==> src/rtl/x86_addr_pkg.sv <==
// Shared x86 addressing definitions: ModR/M and SIB layouts, GPR numbering,
// special encodings and displacement sign-extension helpers.
package x86_addr_pkg;

  typedef struct packed {
    logic [1:0] mod;
    logic [2:0] reg_op;
    logic [2:0] rm;
  } modrm_t;

  typedef struct packed {
    logic [1:0] scale;
    logic [2:0] index;
    logic [2:0] base;
  } sib_t;

  localparam logic [2:0] GPR_EAX = 3'd0;
  localparam logic [2:0] GPR_ECX = 3'd1;
  localparam logic [2:0] GPR_EDX = 3'd2;
  localparam logic [2:0] GPR_EBX = 3'd3;
  localparam logic [2:0] GPR_ESP = 3'd4;
  localparam logic [2:0] GPR_EBP = 3'd5;
  localparam logic [2:0] GPR_ESI = 3'd6;
  localparam logic [2:0] GPR_EDI = 3'd7;

  // SIB index field value meaning "no index register"
  localparam logic [2:0] NO_INDEX       = 3'b100;
  // rm (16-bit) / rm or SIB base (32-bit) encodings that mean displacement only under mod 00
  localparam logic [2:0] DISP_ONLY_RM16 = 3'b110;
  localparam logic [2:0] DISP_ONLY_RM32 = 3'b101;
  // rm value that pulls in a SIB byte in 32-bit mode
  localparam logic [2:0] SIB_RM         = 3'b100;

  localparam logic [1:0] MOD_NODISP    = 2'b00;
  localparam logic [1:0] MOD_DISP8     = 2'b01;
  localparam logic [1:0] MOD_DISP_FULL = 2'b10;
  localparam logic [1:0] MOD_REG       = 2'b11;

  function automatic logic [31:0] sext8(input logic [7:0] v);
    return {{24{v[7]}}, v};
  endfunction

  function automatic logic [31:0] sext16(input logic [15:0] v);
    return {{16{v[15]}}, v};
  endfunction

endpackage

==> src/rtl/modrm_sib_select.sv <==
// Combinational operand selection: picks base/index register values, scale,
// extended displacement and the SS-default flag from ModR/M, SIB and the GPR snapshot.
module modrm_sib_select
  import x86_addr_pkg::*;
#(
  parameter int ADDR_W = 32
) (
  input  logic                addr32_i,
  input  logic [1:0]          mod_i,
  input  logic [2:0]          rm_i,
  input  sib_t                sib_i,
  input  logic [31:0]         disp_i,
  input  logic [8*ADDR_W-1:0] gpr_i,
  output logic [ADDR_W-1:0]   base_o,
  output logic [ADDR_W-1:0]   index_o,
  output logic [1:0]          scale_o,
  output logic [ADDR_W-1:0]   disp_o,
  output logic                ss_o
);

  logic [ADDR_W-1:0] lane_s [8];
  logic [31:0]       disp32_s;

  // Split the flat GPR snapshot into per-register lanes
  always_comb begin
    for (int k = 0; k < 8; k++) begin
      lane_s[k] = gpr_i[k*ADDR_W +: ADDR_W];
    end
  end

  // Decode the addressing form; absent base/index terms contribute zero
  always_comb begin
    base_o   = '0;
    index_o  = '0;
    scale_o  = 2'b00;
    ss_o     = 1'b0;
    case (mod_i)
      MOD_DISP8:     disp32_s = sext8(disp_i[7:0]);
      MOD_DISP_FULL: disp32_s = addr32_i ? disp_i : sext16(disp_i[15:0]);
      default:       disp32_s = 32'h0000_0000;
    endcase

    if (mod_i == MOD_REG) begin
      // register operand: no memory address, ea stays zero
      disp32_s = 32'h0000_0000;
    end else if (!addr32_i) begin
      case (rm_i)
        3'b000: begin base_o = lane_s[GPR_EBX]; index_o = lane_s[GPR_ESI]; end
        3'b001: begin base_o = lane_s[GPR_EBX]; index_o = lane_s[GPR_EDI]; end
        3'b010: begin base_o = lane_s[GPR_EBP]; index_o = lane_s[GPR_ESI]; ss_o = 1'b1; end
        3'b011: begin base_o = lane_s[GPR_EBP]; index_o = lane_s[GPR_EDI]; ss_o = 1'b1; end
        3'b100: base_o = lane_s[GPR_ESI];
        3'b101: base_o = lane_s[GPR_EDI];
        DISP_ONLY_RM16: begin
          if (mod_i == MOD_NODISP) begin
            disp32_s = sext16(disp_i[15:0]);
          end else begin
            base_o = lane_s[GPR_EBP];
            ss_o   = 1'b1;
          end
        end
        default: base_o = lane_s[GPR_EBX];
      endcase
    end else if (rm_i == SIB_RM) begin
      if (sib_i.index != NO_INDEX) begin
        index_o = lane_s[sib_i.index];
        scale_o = sib_i.scale;
      end else begin
        index_o = '0;
        scale_o = 2'b00;
      end
      if ((sib_i.base == DISP_ONLY_RM32) && (mod_i == MOD_NODISP)) begin
        disp32_s = disp_i;
      end else begin
        base_o = lane_s[sib_i.base];
        ss_o   = (sib_i.base == GPR_ESP) || (sib_i.base == GPR_EBP);
      end
    end else if ((rm_i == DISP_ONLY_RM32) && (mod_i == MOD_NODISP)) begin
      disp32_s = disp_i;
    end else begin
      base_o = lane_s[rm_i];
      ss_o   = (rm_i == GPR_EBP);
    end
  end

  assign disp_o = disp32_s[ADDR_W-1:0];

endmodule

==> src/rtl/modrm_sib_ea_pipe.sv <==
// Pipelined ModR/M + SIB effective-address generator. Stage 1 latches selected
// operands; stage 2 sums them, optionally through a registered output stage.
module modrm_sib_ea_pipe
  import x86_addr_pkg::*;
#(
  parameter int ADDR_W   = 32,
  parameter bit PIPE_OUT = 1'b1
) (
  input  logic                clk,
  input  logic                reset_n,
  input  logic                clear,
  input  logic                in_valid,
  output logic                in_ready,
  input  logic                addr32,
  input  logic [7:0]          modrm,
  input  logic [7:0]          sib,
  input  logic [31:0]         disp,
  input  logic [8*ADDR_W-1:0] gpr,
  output logic                out_valid,
  input  logic                out_ready,
  output logic [ADDR_W-1:0]   ea,
  output logic [2:0]          regnum,
  output logic                rm_is_reg,
  output logic [2:0]          rm_regnum,
  output logic                ss_default
);

  localparam bit                HAS_ADDR32 = (ADDR_W > 16);
  localparam logic [ADDR_W-1:0] MASK16     = ADDR_W'(32'h0000_FFFF);

  modrm_t            modrm_s;
  sib_t              sib_s;
  logic              a32_s;
  logic [ADDR_W-1:0] sel_base_s, sel_index_s, sel_disp_s;
  logic [1:0]        sel_scale_s;
  logic              sel_ss_s;
  logic              accept_s, s1_adv_s;

  logic              s1_valid_q, s1_valid_d;
  logic [ADDR_W-1:0] s1_base_q, s1_index_q, s1_disp_q;
  logic [1:0]        s1_scale_q;
  logic              s1_a32_q, s1_isreg_q, s1_ss_q;
  logic [2:0]        s1_reg_q, s1_rm_q;
  logic [ADDR_W-1:0] sum_s, ea_s;

  assign modrm_s = modrm_t'(modrm);
  assign sib_s   = sib_t'(sib);
  // a 16-bit-only build never sees 32-bit addressing
  assign a32_s   = addr32 & HAS_ADDR32;

  modrm_sib_select #(.ADDR_W(ADDR_W)) u_select (
    .addr32_i (a32_s),
    .mod_i    (modrm_s.mod),
    .rm_i     (modrm_s.rm),
    .sib_i    (sib_s),
    .disp_i   (disp),
    .gpr_i    (gpr),
    .base_o   (sel_base_s),
    .index_o  (sel_index_s),
    .scale_o  (sel_scale_s),
    .disp_o   (sel_disp_s),
    .ss_o     (sel_ss_s)
  );

  assign in_ready = !s1_valid_q || s1_adv_s;
  // clear takes priority over a request offered in the same cycle
  assign accept_s = in_valid && in_ready && !clear;

  // Stage-1 occupancy: clear flushes, accept fills, advancing empties
  always_comb begin
    s1_valid_d = s1_valid_q;
    if (clear) begin
      s1_valid_d = 1'b0;
    end else if (accept_s) begin
      s1_valid_d = 1'b1;
    end else if (s1_adv_s) begin
      s1_valid_d = 1'b0;
    end else begin
      s1_valid_d = s1_valid_q;
    end
  end

  // Stage-1 valid flag register
  always_ff @(posedge clk or negedge reset_n) begin
    if (!reset_n) begin
      s1_valid_q <= 1'b0;
    end else begin
      s1_valid_q <= s1_valid_d;
    end
  end

  // Stage-1 operand capture on accept; held otherwise
  always_ff @(posedge clk or negedge reset_n) begin
    if (!reset_n) begin
      s1_base_q  <= '0;
      s1_index_q <= '0;
      s1_disp_q  <= '0;
      s1_scale_q <= 2'b00;
      s1_a32_q   <= 1'b0;
      s1_isreg_q <= 1'b0;
      s1_ss_q    <= 1'b0;
      s1_reg_q   <= 3'b000;
      s1_rm_q    <= 3'b000;
    end else if (accept_s) begin
      s1_base_q  <= sel_base_s;
      s1_index_q <= sel_index_s;
      s1_disp_q  <= sel_disp_s;
      s1_scale_q <= sel_scale_s;
      s1_a32_q   <= a32_s;
      s1_isreg_q <= (modrm_s.mod == MOD_REG);
      s1_ss_q    <= sel_ss_s;
      s1_reg_q   <= modrm_s.reg_op;
      s1_rm_q    <= modrm_s.rm;
    end
  end

  // Address sum, wrapped to 16 bits for 16-bit addressing
  always_comb begin
    sum_s = s1_base_q + (s1_index_q << s1_scale_q) + s1_disp_q;
    if (s1_a32_q) begin
      ea_s = sum_s;
    end else begin
      ea_s = sum_s & MASK16;
    end
  end

  generate
    if (PIPE_OUT) begin : g_out_reg
      logic              s2_valid_q, s2_valid_d;
      logic [ADDR_W-1:0] s2_ea_q;
      logic [2:0]        s2_reg_q, s2_rm_q;
      logic              s2_isreg_q, s2_ss_q;

      assign s1_adv_s = s1_valid_q && (!s2_valid_q || out_ready);

      // Output-stage occupancy: clear flushes, stage-1 advance fills, consumer drains
      always_comb begin
        s2_valid_d = s2_valid_q;
        if (clear) begin
          s2_valid_d = 1'b0;
        end else if (s1_adv_s) begin
          s2_valid_d = 1'b1;
        end else if (out_ready) begin
          s2_valid_d = 1'b0;
        end else begin
          s2_valid_d = s2_valid_q;
        end
      end

      // Output-stage registers; contents hold while the consumer stalls
      always_ff @(posedge clk or negedge reset_n) begin
        if (!reset_n) begin
          s2_valid_q <= 1'b0;
          s2_ea_q    <= '0;
          s2_reg_q   <= 3'b000;
          s2_rm_q    <= 3'b000;
          s2_isreg_q <= 1'b0;
          s2_ss_q    <= 1'b0;
        end else begin
          s2_valid_q <= s2_valid_d;
          if (s1_adv_s) begin
            s2_ea_q    <= ea_s;
            s2_reg_q   <= s1_reg_q;
            s2_rm_q    <= s1_rm_q;
            s2_isreg_q <= s1_isreg_q;
            s2_ss_q    <= s1_ss_q;
          end
        end
      end

      assign out_valid  = s2_valid_q;
      assign ea         = s2_ea_q;
      assign regnum     = s2_reg_q;
      assign rm_regnum  = s2_rm_q;
      assign rm_is_reg  = s2_isreg_q;
      assign ss_default = s2_ss_q;
    end else begin : g_out_comb
      assign s1_adv_s   = s1_valid_q && out_ready;
      assign out_valid  = s1_valid_q;
      assign ea         = ea_s;
      assign regnum     = s1_reg_q;
      assign rm_regnum  = s1_rm_q;
      assign rm_is_reg  = s1_isreg_q;
      assign ss_default = s1_ss_q;
    end
  endgenerate

endmodule
==> config.mk <==
export PLATFORM = sky130hd
export DESIGN_NAME = modrm_sib_ea_pipe
export DESIGN_NICKNAME = d
export VERILOG_FILES = /design/src/rtl/x86_addr_pkg.sv /design/src/rtl/modrm_sib_select.sv /design/src/rtl/modrm_sib_ea_pipe.sv
export SDC_FILE = /design/constraint.sdc
export NUM_CORES = 1
export LEC_CHECK = 0
export CAP_MARGIN = 20
export CORE_UTILIZATION = 48
export DETAILED_ROUTE_END_ITERATION = 7
export GPL_TIMING_DRIVEN = 0
export PLACE_DENSITY = 0.8
export REMOVE_ABC_BUFFERS = 1
export SLEW_MARGIN = 40
export SYNTH_ARGS = -nofsm -noshare
export SYNTH_HDL_FRONTEND = slang
export SYNTH_SLANG_ARGS = --single-unit
export TNS_END_PERCENT = 20
==> constraint.sdc <==
create_clock -name clk -period 8.7 [get_ports clk]
set_input_delay 1.74 -clock clk [delete_from_list [all_inputs] [get_ports clk]]
set_output_delay 1.74 -clock clk [all_outputs]
set_load 0.005 [all_outputs]
==> impl_metrics.toml <==
[clock_tree]
htreeDepth = 4
clk_latency_ns = 0.43
tritoncts = "done"
cts.sinks = 149
cts_buffers = 17
cts_root_buf = "clkbuf_16"
ctsHoldBuffers = 0
clockBufferDepth = 2
clkTransAtPathRegs_ns = 0.06
cts_setup_buffers = 0
post_cts_resized = 0

[logic_synthesis]
synth_most_common_cell = "nand2_1"
yosys-top-cells-area = "dfrtp_1 (23%), mux4_2 (22%), mux2i_1 (7.1%), nand2_1 (4.2%), fa_1 (4.0%)"
yosysSeqAreaShare = 0.2328
synth_edf_count = 0
yosys_warnings = 0
synth_top_area_share = 0.2328
synth.avg_cell_area_sq_um = 9.959
async_flop_share = 1.000
yosys.cell_types.count = 66
syn_area_sq_um = 16010
yosys.area.top_type = "dfrtp_1"
synth_ff_type = "dfrtp_1"
synth_top_cells_by_count = "nand2_1 (180), mux4_2 (154), dfrtp_1 (149), o21ai_0 (120), mux2i_1 (113)"
synth_cells = 1608
synth-seq-cells = 149

[power_and_ir_drop]
p_comb_frac = 0.427
ir_drop_v = 0.0001262
p_switching_mw = 1.051
p_int_mw = 1.888
p_clk_frac = 0.262
p_sw_frac = 0.3576
seqPwrFrac = 0.310
power_density_nw_per_um2 = 142.0
power.leakage_nw = 8.258

[sta]
fmax_mhz = 208.9
fin_crit_ns = 4.786
worst_slack_ns = 3.914
setup_viol = 0
fin_crit_sh = 0.5501
fin_skew_ns = 0.01086
rsz0062_at_grt = "false"
slew_viol_final = 0
worstMarginPinSlew_ns = 0.8824
hold_viol_final = 0
fin_hold_ws_ns = 0.4715
relSlewSlack = 0.4117

[worst_setup_path]
crit_type = "input port to primary output"
end_kind = "primary output"
crit_fanout = 5
startpoint = "out_ready"
worstRegToRegCells = 10
critPathArrivalTime_ns = 3.05
crit_required_ns = 6.96
crit_path_start_kind = "input port"
regToRegStartpoint = "s1_scale_q[1]"

[finish]
nFillCells = 2631
syn_to_final_growth_pct = 29.24
fin_util = 0.6329
multi_input_area_sq_um = 11540
drive_gt1_frac = 0.1611
nNetsFinal = 2231
seq_area_sq_um = 3734

[placement]
dp_slack_ns = 3.286
dp_hpwl_microns = 42470
port-buffer-count = 351
gp_congestion = 0.9307

[global_routing]
grt_max_degree = 69
overflow = 0
antenna_found_initial = 2
track_usage = 0.3363
grt_pass1_wl_microns = 87390
grt_pass1_vias = 15370

[floorplanning]
rows = 66
die_h_microns = 184.7
ioPinCount = 352
die_w_microns = 184.7
dieArea_sq_um = 34100
start_util = 0.4897
core_sq_um = 32700

[route]
antenna_left = 0
drtIter0Drc = 1697
vias_per_cell = 6.699
drt-pass1-iter-count = 6
routedWlPerCell_microns = 24.73
postRouteWirelength_microns = 57300
route.vias.total = 15520
drc = 0

[min_path]
min_path_cells = 2
hold_start = "s1_rm_q[0]"
hp-class = "register to register"

[flow_run]
drv_cap = 0

[outcome]
outcome = "finished clean"
==> layout make-up <==
class | instances | share of cell area
repair buffers | 381 | 0.1960
diodes | 7 | 0.0008464
clock inverters | 14 | 0.007980
inverters | 52 | 0.009431
multi-input cells | 1254 | 0.5574
well taps | 442 | 0.02672
flip-flops and latches | 149 | 0.1804
clock buffers | 18 | 0.02122
==> cells in the final DEF (no fill, tap or decap), drive strengths merged, types with 54 or more instances in the layout <==
cell,n
dfrtp,149
a21oi,71
mux2i,113
inv,59
nor2,54
o21ai,174
a22o,56
mux4,154
nand2,181
clkdlybuf4s50,340
==> power by group through the flow <==
stage | combinational (mW) | clock, mW | sequential (mW)
after floorplan | 0.656 | 0 | 0.891
after global placement | 1.21 | 0 | 0.918
after detailed placement | 1.23 | 0 | 0.923
after CTS | 1.24 | 0.776 | 0.910
after global routing | 1.35 | 0.804 | 0.927
final | 1.26 | 0.771 | 0.912
==> metrics by stage <==
step                TNS (ns)  area, sq um  instances  power [mW]
global route               0        20680       2311       3.086
detailed placement         0        20070       2278       2.155
finish                     0        20700       2317       2.940
floorplan                  0        15370       1455       1.548
global placement     -336.71        19430       2248       2.131
CTS                        0        20680       2310       2.928
==> per-layer routing <==
metal / global-route usage / part of all wire
met4: 0.1435 / 0.037
met2: 0.5460 / 0.48
met1: 0.4395 / 0.39
met5: 0 / 0
met3: 0.06402 / 0.098
==> path summary, 6_finish.rpt <==
check                               endpoint  slack, ns
max in group asynchronous             ea[24]       6.63
worst min register to register  rm_regnum[0]       0.47
worst max-delay path                in_ready       3.91
min in group asynchronous       s1_base_q[0]       1.14
worst min-delay path            rm_regnum[0]       0.47
worst max register to register        ea[26]       4.64
==> cell families (layout without fill, tap and decap cells) <==
kind of cell / count (synthesis) / in the layout / synth area share
xor gates and xnor gates: 27 / 27 / 0.01477
and+or+nand+nor: 329 / 329 / 0.09204
AOI/OAI and AO/OA: 535 / 535 / 0.2328
muxes: 297 / 297 / 0.3083
buffers and inverters: 205 / 465 / 0.05266
other: 0 / 7 / 0
DFF: 149 / 149 / 0.2328
adders and majority gates: 66 / 66 / 0.06657
==> worst max-delay path, cell delays in order <==
cell and delay (ns):
clkdlybuf4s50_1 0.40, nor2b_1 0.30, nand2_1 0.13, clkdlybuf4s50_1 0.47
Power figures use the tool's default switching activity.
